### src/rtl/stopwatch_pkg.sv
// Shared types and constants for the MM:SS.hh stopwatch/timer.
// BLANK is the code the seven-segment driver renders as an unlit digit.
package stopwatch_pkg;

  typedef logic [3:0] bcd_t;

  localparam bcd_t BLANK     = 4'hF;
  localparam bcd_t DIG_MAX_9 = 4'd9;
  localparam bcd_t DIG_MAX_5 = 4'd5;

  typedef struct packed {
    bcd_t min_tens;
    bcd_t min_ones;
    bcd_t sec_tens;
    bcd_t sec_ones;
    bcd_t hund_tens;
    bcd_t hund_ones;
  } disp_t;

  function automatic bcd_t clamp_digit(input bcd_t d, input bcd_t dmax);
    return (d > dmax) ? dmax : d;
  endfunction

endpackage

### src/rtl/stopwatch_lap_bcd_digit.sv
// One BCD digit counting 0..DMAX in either direction, with load and
// a terminal-count output that enables the next digit up the cascade.
module bcd_digit
  import stopwatch_pkg::*;
#(
  parameter int unsigned DMAX = 9
) (
  input  logic clk,
  input  logic nrst,
  input  logic clear,
  input  logic load,
  input  bcd_t load_val,
  input  logic up,
  input  logic en_in,
  output bcd_t value,
  output bcd_t value_nxt,
  output logic tc
);

  localparam bcd_t DMAX_B = bcd_t'(DMAX);

  // value_nxt is exported so the parent can snapshot the post-edge count
  always_comb begin
    value_nxt = value;
    if (!nrst || clear)
      value_nxt = '0;
    else if (load)
      value_nxt = load_val;
    else if (en_in) begin
      if (up)
        value_nxt = (value == DMAX_B) ? '0 : value + 4'd1;
      else
        value_nxt = (value == '0) ? DMAX_B : value - 4'd1;
    end
  end

  assign tc = en_in && (up ? (value == DMAX_B) : (value == '0));

  always_ff @(posedge clk) begin
    value <= value_nxt;
  end

endmodule

### src/rtl/stopwatch_lap.sv
// Six-digit BCD stopwatch / countdown timer with prescaler, preset load,
// lap freeze and status flags; drives the seven-segment digit inputs.
module stopwatch_lap
  import stopwatch_pkg::*;
#(
  parameter int unsigned CLK_DIV = 10,
  parameter int unsigned MAX_MIN = 59
) (
  input  logic        clk,
  input  logic        nrst,
  input  logic        clear,
  input  logic        ena,
  input  logic        oen,
  input  logic        dir,
  input  logic        load,
  input  logic [23:0] preset,
  input  logic        lap,
  output bcd_t        min_tens,
  output bcd_t        min_ones,
  output bcd_t        sec_tens,
  output bcd_t        sec_ones,
  output bcd_t        hund_tens,
  output bcd_t        hund_ones,
  output logic        tick,
  output logic        wrap,
  output logic        done,
  output logic        frozen
);

  localparam int unsigned PW       = (CLK_DIV > 1) ? $clog2(CLK_DIV) : 1;
  localparam logic [PW-1:0] PRESC_TC = PW'(CLK_DIV - 1);
  localparam bcd_t MAX_MIN_T = bcd_t'(MAX_MIN / 10);
  localparam bcd_t MAX_MIN_O = bcd_t'(MAX_MIN % 10);

  logic [PW-1:0] presc;
  logic [23:0]   cnt, cnt_nxt, ld_val;
  logic [5:0]    en, tc;
  logic [7:0]    ld_min;
  bcd_t          ld_mo;
  disp_t         snap, shown;
  logic          lap_q, lap_rise, adv, adv_cnt, roll, cnt_zero, at_max, clr_d;

  // Minutes are clamped on their combined BCD value, not per digit
  always_comb begin
    ld_mo         = clamp_digit(preset[19:16], DIG_MAX_9);
    ld_min        = 8'(preset[23:20]) * 8'd10 + 8'(ld_mo);
    ld_val[3:0]   = clamp_digit(preset[3:0],   DIG_MAX_9);
    ld_val[7:4]   = clamp_digit(preset[7:4],   DIG_MAX_9);
    ld_val[11:8]  = clamp_digit(preset[11:8],  DIG_MAX_9);
    ld_val[15:12] = clamp_digit(preset[15:12], DIG_MAX_5);
    if (ld_min > 8'(MAX_MIN))
      ld_val[23:16] = {MAX_MIN_T, MAX_MIN_O};
    else
      ld_val[23:16] = {preset[23:20], ld_mo};
  end

  assign cnt_zero = (cnt == '0);
  assign at_max   = (cnt == {MAX_MIN_T, MAX_MIN_O, 16'h5999});
  assign adv      = ena && !done && (presc == PRESC_TC) && !clear && !load;
  assign adv_cnt  = adv && !(dir && cnt_zero);
  // tc[5] only fires at 99:59.99, which is at_max whenever it is reachable
  assign roll     = !dir && ((adv_cnt && at_max) || tc[5]);
  assign clr_d    = clear || roll;
  assign lap_rise = lap && !lap_q;

  assign en[0] = adv_cnt;
  assign en[5:1] = tc[4:0];

  for (genvar i = 0; i < 6; i++) begin : g_dig
    bcd_digit #(.DMAX((i == 3) ? 5 : 9)) u_dig (
      .clk       (clk),
      .nrst      (nrst),
      .clear     (clr_d),
      .load      (load),
      .load_val  (ld_val[4*i +: 4]),
      .up        (!dir),
      .en_in     (en[i]),
      .value     (cnt[4*i +: 4]),
      .value_nxt (cnt_nxt[4*i +: 4]),
      .tc        (tc[i])
    );
  end

  always_ff @(posedge clk) begin
    if (!nrst) begin
      presc  <= '0;
      done   <= 1'b0;
      frozen <= 1'b0;
      tick   <= 1'b0;
      wrap   <= 1'b0;
      lap_q  <= 1'b0;
      snap   <= '0;
    end else begin
      lap_q <= lap;
      tick  <= 1'b0;
      wrap  <= 1'b0;
      if (clear || load) begin
        presc  <= '0;
        done   <= 1'b0;
        frozen <= 1'b0;
      end else begin
        if (ena && !done)
          presc <= (presc == PRESC_TC) ? '0 : presc + PW'(1);
        tick <= adv_cnt;
        wrap <= roll;
        if (adv && dir && (cnt_nxt == '0))
          done <= 1'b1;
        if (lap_rise) begin
          frozen <= !frozen;
          if (!frozen)
            snap <= cnt_nxt;
        end
      end
    end
  end

  assign shown     = frozen ? snap : disp_t'(cnt);
  assign min_tens  = oen ? shown.min_tens  : BLANK;
  assign min_ones  = oen ? shown.min_ones  : BLANK;
  assign sec_tens  = oen ? shown.sec_tens  : BLANK;
  assign sec_ones  = oen ? shown.sec_ones  : BLANK;
  assign hund_tens = oen ? shown.hund_tens : BLANK;
  assign hund_ones = oen ? shown.hund_ones : BLANK;

endmodule

### config.mk
export PLATFORM = sky130hd
export DESIGN_NAME = stopwatch_lap
export DESIGN_NICKNAME = d
export VERILOG_FILES = /design/src/rtl/stopwatch_pkg.sv /design/src/rtl/stopwatch_lap_bcd_digit.sv /design/src/rtl/stopwatch_lap.sv
export SDC_FILE = /design/constraint.sdc
export NUM_CORES = 1
export LEC_CHECK = 0
export ABC_AREA = 1
export BUFFER_PORTS_ARGS = -buffer_cell sky130_fd_sc_hd__buf_2
export CAP_MARGIN = 20
export CORE_MARGIN = 2
export CORE_UTILIZATION = 30
export CTS_CLUSTER_DIAMETER = 60
export DETAILED_ROUTE_END_ITERATION = 6
export PLACE_DENSITY = 0.48
export RECOVER_POWER = 25
export SLEW_MARGIN = 20
export SYNTH_ARGS = -nofsm -noshare
export SYNTH_HDL_FRONTEND = slang
export SYNTH_SLANG_ARGS = --single-unit
### constraint.sdc
create_clock -name clk -period 3.2 [get_ports clk]
set_input_delay 0.32 -clock clk [delete_from_list [all_inputs] [get_ports clk]]
set_output_delay 0.32 -clock clk [all_outputs]
set_load 0.03 [all_outputs]
Yosys cells after proc, flatten, opt, wreduce, memory -nomap -nowiden
Cells that the tools add are included.
W data, S select, Z words.
- bits in registers: 57
- input port bits: 32
- output and inout bits: 28
- word-level logic and storage cells: 145
- add/sub/neg operators: 14
- $mul: 1
- $lt $le $gt $ge: 6
- equal/unequal tests: 8
- multiplexer cells: 56
- bitwise operators: 3
- reductions and logical operators: 39
- operator list (cell ; number):
    $mux W4 ; 48
    $logic_not A24 Y1 ; 2
    $add A4 B1 Y4 const B ; 7
    $eq A24 B23 Y1 const B ; 1
    $eq A4 B4 Y1 const B ; 6
    $logic_not A4 Y1 ; 6
    $mux W24 ; 1
    $sub A4 B1 Y4 const B ; 6
    $logic_and A1 B1 Y1 ; 17
    $gt A4 B4 Y1 const B ; 4
    $add A8 B4 Y8 ; 1
    $gt A8 B6 Y1 const B ; 1
    $logic_not A1 Y1 ; 8
    $mux W8 ; 1
    $mul A4 B3 Y7 const B ; 1
    $mux W1 ; 6
    $eq A4 B3 Y1 const B ; 1
    $gt A4 B3 Y1 const B ; 1
    $logic_or A1 B1 Y1 ; 4
    $not A1 Y1 ; 3
    $reduce_and A3 Y1 ; 1
    $reduce_or A2 Y1 ; 1

Longest topological paths before layout
- depth after elaboration: 19
- gate-level depth with buffers: 24
- mapped depth without buffers: 24

Hierarchy
A second synthesis with hierarchy kept.
- cells, all modules: 767
- area total of the unflattened synthesis: 4732.0 sq um
- by module, submodules not included (module ; instances ; cells an instance ; area an instance (sq um) ; sequential area each (sq um)):
    stopwatch_lap ; 1 ; 391 ; 2369.8 ; 660.6
    bcd_digit (g_dig[0].u_dig ...) ; 5 ; 63 ; 396.6 ; 80.1
    bcd_digit (g_dig[3].u_dig) ; 1 ; 61 ; 379.1 ; 80.1

Worst setup path before layout
No wires, ideal clock.
- path kind: input to register
- from: in preset[17]
- to: reg done
- library setup time: 116 ps
- data arrival time: 2473 ps
- data required time: 3084 ps
- slack: 611 ps
- stages: 21
- buffers on the path: 0
- cell sequence: inv_1 a21oi_1 nor2_1 ha_1 inv_1 fa_1 inv_1 nand2_1 a21oi_1 nand3_1 xnor2_1 nor2_1 nand2_1 o21ai_0 nand2_1 a21oi_1 nor2_1 nand2_1 nor2_1 nand2_1 a21oi_2
- word-level cells in the longest chain between the ends: 9
- elaborated cells between the ends (all ways): 11
- those cells by class: add/sub: 1; order compare: 2; mux: 6; reduce/logical: 2
- ends and longest elaborated chain (what ; line ; source):
    start: declaration ; stopwatch_lap.sv:16 ; input logic [23:0] preset,
    $gt A4 B4 Y1 ; stopwatch_pkg.sv:21 ; return (d > dmax) ? dmax : d;
    $mux W4 (*) ; stopwatch_pkg.sv:21 ;
    $add A8 B4 Y8 ; stopwatch_lap.sv:46 ; ld_min = 8'(preset[23:20]) * 8'd10 + 8'(ld_mo);
    $gt A8 B6 Y1 ; stopwatch_lap.sv:51 ; if (ld_min > 8'(MAX_MIN))
    $mux W8 (*) ; stopwatch_lap.sv:51 ;
    $mux W4 ; stopwatch_lap_bcd_digit.sv:27 ; else if (load)
    $mux W4 ; stopwatch_lap_bcd_digit.sv:25 ; if (!nrst || clear)
    $logic_not A24 Y1 (*) ; stopwatch_lap.sv:106 ; if (adv && dir && (cnt_nxt == '0))
    $logic_and A1 B1 Y1 (*) ; stopwatch_lap.sv:106 ;
    end signal: assignment ; stopwatch_lap.sv:87 ; done <= 1'b0;
    end signal: assignment ; stopwatch_lap.sv:99 ; done <= 1'b0;
    end signal: assignment ; stopwatch_lap.sv:107 ; done <= 1'b1;
    end: declaration ; stopwatch_lap.sv:26 ; output logic done,
Mark *: on every way between the ends. The rest lies on a longest branch, timed or not.
A chain may end at the register's enable or synchronous reset.

Worst setup path in the final report
- from: reg g_dig[1].u_dig.value[0]
- to: reg done
- word-level cells in the longest chain between the ends: 17
- elaborated cells between the ends (all ways): 44
- those cells by class: add/sub: 2; eq/ne: 2; mux: 22; reduce/logical: 18
- ends and longest elaborated chain (what ; line ; source):
    start: declaration ; stopwatch_lap_bcd_digit.sv:15 ; output bcd_t value,
    start signal: assignment ; stopwatch_lap_bcd_digit.sv:40 ; value <= value_nxt;
    $logic_not A24 Y1 ; stopwatch_lap.sv:57 ; assign cnt_zero = (cnt == '0);
    $logic_and A1 B1 Y1 ; stopwatch_lap.sv:60 ; assign adv_cnt = adv && !(dir && cnt_zero);
    $logic_not A1 Y1 ; stopwatch_lap.sv:60 ;
    $logic_and A1 B1 Y1 ; stopwatch_lap.sv:60 ;
    $logic_and A1 B1 Y1 (6 in series) ; stopwatch_lap_bcd_digit.sv:37 ; assign tc = en_in && (up ? (value == DMAX_B) : (value == '0));
    $logic_or A1 B1 Y1 ; stopwatch_lap.sv:62 ; assign roll = !dir && ((adv_cnt && at_max) || tc[5]);
    $logic_and A1 B1 Y1 ; stopwatch_lap.sv:62 ;
    $logic_or A1 B1 Y1 ; stopwatch_lap.sv:63 ; assign clr_d = clear || roll;
    $logic_or A1 B1 Y1 ; stopwatch_lap_bcd_digit.sv:25 ;
    $mux W4 ; stopwatch_lap_bcd_digit.sv:25 ;
    $logic_not A24 Y1 (*) ; stopwatch_lap.sv:106 ;
    $logic_and A1 B1 Y1 (*) ; stopwatch_lap.sv:106 ;
Marked as above.

==> run summary <==
Layout area overhead - 17.8%
combinational share of power - 19.1%
Synth area leader - dfxtp_1
Hold Startpoint - lap
DRT Pass-1 Iters - 4
crit path time final - 2.83 ns
CP required - 3.46 ns
GRT overflow - 0
Post-synth EDFFs - 0
vias in the first global route - 4379
GPL Wtd Cong - 0.888
Post-Synth Adder-Cell Area - 7.55%
via/cell ratio - 4.91
CTS Buf Count - 9
WS Path Type - flip-flop to flip-flop
Starting Density - 31.1%
FF-to-FF End - done
Ports - 60
DIE AREA - 15500 um2
cell with the most instances after synthesis - nand2_1
Mapped Nets - 730
Min-Delay Path Depth - 3
WL/cell - 14.5 um
port bufs - 59
YS warnings - 0
RSZ-0062 raised after global routing - false
CTS tree - yes
Setup Buffers After CTS - 0
row cnt - 43
Clk Latency, worst-skew pair - 0.33 ns
post-synth cell types - 37
clk slew on worst S/H paths - 0.05 ns
vias - 4478
post-CTS sizing - 0
CP arrival - 3.09 ns
Setup crit end kind - flip-flop
Post-Route Skew - 0.00739 ns
clock buffer depth - 2
worst r2r src - g_dig[1].u_dig.value[0]
status - finished clean
gr usage total - 17.3%
max-slew violation count - 0
synthesized flop and latch total - 57
Gate Count Post-Synth - 673
chip height - 124 um
Internal Power - 1540 uW
setup TNS - 0 ns
Clock Root Buffer - clkbuf_16
Hold EP - lap_q
antenna fix cells - 0
hpwl dp - 9800 um
asr flop ratio synth - 0%
PwrDens - 425 nW/um2
P_leak - 0.00244 uW
Flop pwr share - 34.9%
R2R Setup Slk - 0.37 ns
Fin Hold WS - 0.197 ns
Compound-Gate Fraction of Synth Area - 19.2%
Synth Flop Type - dfxtp_1
Slew headroom - 14.3%
final setup fails - 0
post-synthesis sequential area ratio - 26.3%
startpoint class of the critical path - flip-flop
# fillers - 1549
Hold Crit Class - input port to flip-flop
synth cell count leaders - 146 x nand2_1, 88 x inv_1, 65 x o21ai_0
core area - 14000 um2
Hold Fails Final Rpt - 0
ANT nets after route - 0
Post-Route WL - 13200 um
CTS sink cnt - 57
largest net degree at the start of global routing - 39
Max Cap Violations - 0
Yosys top cell area share - 26.3%
Tcrit/Tclk final - 88.4%
fin nets - 784
maximum VDD drop - 255 uV
Area contributors post-synth - dfxtp_1 26%, nand2_1 13%, inv_1 7.6%
clock network power share - 45.9%
xor and xnor area share after synthesis - 3.43%
drt drc - 0
Post-Syn Area - 4340 um2
share of cells above drive strength 1 - 15.4%
NetSw - 637 uW
max frequency - 354 MHz
DRT iter0 DRCs - 318
R2R depth - 19
synthesized-area fraction occupied by and/or/nand/nor cells - 32.0%
Post-CTS Hold Buffers - 0
main combinational cell family by area after synthesis - simple AND/OR/NAND/NOR gates
H-Tree Depth - 3
mux cell area share after synthesis - 0%
Slew @ Worst Pin - 1.29 ns
Sw Ratio - 29.3%
first-pass GRT wire length - 21800 um
Die X-Extent - 124 um
syn avg cell area - 6.45 um2
initial antenna violation count - 0
worst-path maximum fanout - 12
per-stage QoR:
stage          instance area [um2]  util (%)  power [uW]  worst slack [ns]  std cells
2_1_floorplan                 4340         -        1070             0.611        673
4_1_cts                       5140      36.7        2200             0.344        912
3_5_place_dp                  4830      34.5        1190             0.131        896
5_1_grt                       5120      36.6        2280            0.0811        912
3_3_place_gp                  4830      34.5        1190             0.283        896
6_report                      5120      36.6        2170             0.371        912
state kept, by name, indices dropped and copies added (netlist names):
name               cells
wrap                   1
frozen                 1
presc                  4
lap_q                  1
done                   1
snap                  24
g_dig.u_dig.value     24
tick                   1
cells in the final DEF (no fill, tap or decap), drive strengths merged:
master / n
o211ai: 29
nand3: 69
o22ai: 4
clkbuf: 28
a211o: 1
xor2: 10
xnor2: 7
o21ai: 66
buf: 56
ha: 23
nor3: 3
nand2: 153
nor2: 57
inv: 102
a31oi: 6
fa: 2
nand4: 11
clkinv: 1
nor4: 2
nor3b: 1
nand3b: 2
dfxtp: 57
o221ai: 1
a21oi: 40
bufinv: 1
layer usage:
metal / track usage, % / vias up / share of wire (%) / wire length, um
li1: - / 2327 / - / -
met4: 5.16 / 0 / 1.7 / 219
met2: 28.8 / 110 / 46 / 6100
met1: 22.9 / 2023 / 48 / 6280
met5: 0 / - / 0 / 0
met3: 2.92 / 18 / 4.6 / 606
power groups by stage:
stage	registers, uW	clock network, uW	logic [uW]
2_1_floorplan	766	0	300
3_3_place_gp	774	0	418
3_5_place_dp	774	0	419
4_1_cts	759	1020	421
5_1_grt	763	1050	471
6_report	760	999	416
worst max-delay path, stage by stage, from the launching register on:
cell and delay, ns:
dfxtp_1 0.35, inv_1 0.16, ha_1 0.21, nand3_1 0.15
nand2_1 0.13, nand2_2 0.08, inv_2 0.07, nand4_4 0.18
nor2_4 0.15, buf_4 0.20, nand2_1 0.07, nand3_1 0.10
nand2_1 0.08, nand3_2 0.09, nand2_1 0.09, nor2_1 0.15
nand2_1 0.12, nor2_1 0.19, nand2_1 0.09, a21oi_2 0.11
logic make-up (layout without fill, tap and decap cells):
group / count (synthesis) / after routing
adder cells (fa/ha/maj): 25 / 25
flip-flops: 57 / 57
AO/OA/AOI/OAI: 147 / 147
AND/OR/NAND/NOR: 298 / 298
buffers and inverters: 129 / 188
XOR/XNOR: 17 / 17
layout make-up:
class,instances,area (um2),share of cell area (%)
inverters,102,383,7.48
flip-flops and latches,57,1140,22.3
repair buffers,70,357,6.97
multi-input cells,487,2700,52.8
well taps,180,225,4.40
clock buffers,14,274,5.36
clock inverters,2,35.0,0.685
worst max-delay path by stage:
stage / startpoint / to / slack, ns / cells after the start
2_1_floorplan: preset[17] / done / 0.61 / 21
3_3_place_gp: preset[19] / done / 0.28 / 22
3_5_place_dp: preset[19] / done / 0.13 / 22
4_1_cts: g_dig[1].u_dig.value[0] / done / 0.34 / 19
5_1_grt: preset[19] / done / 0.08 / 24
6_report: g_dig[1].u_dig.value[0] / done / 0.37 / 19
Power figures use the tool's default switching activity.
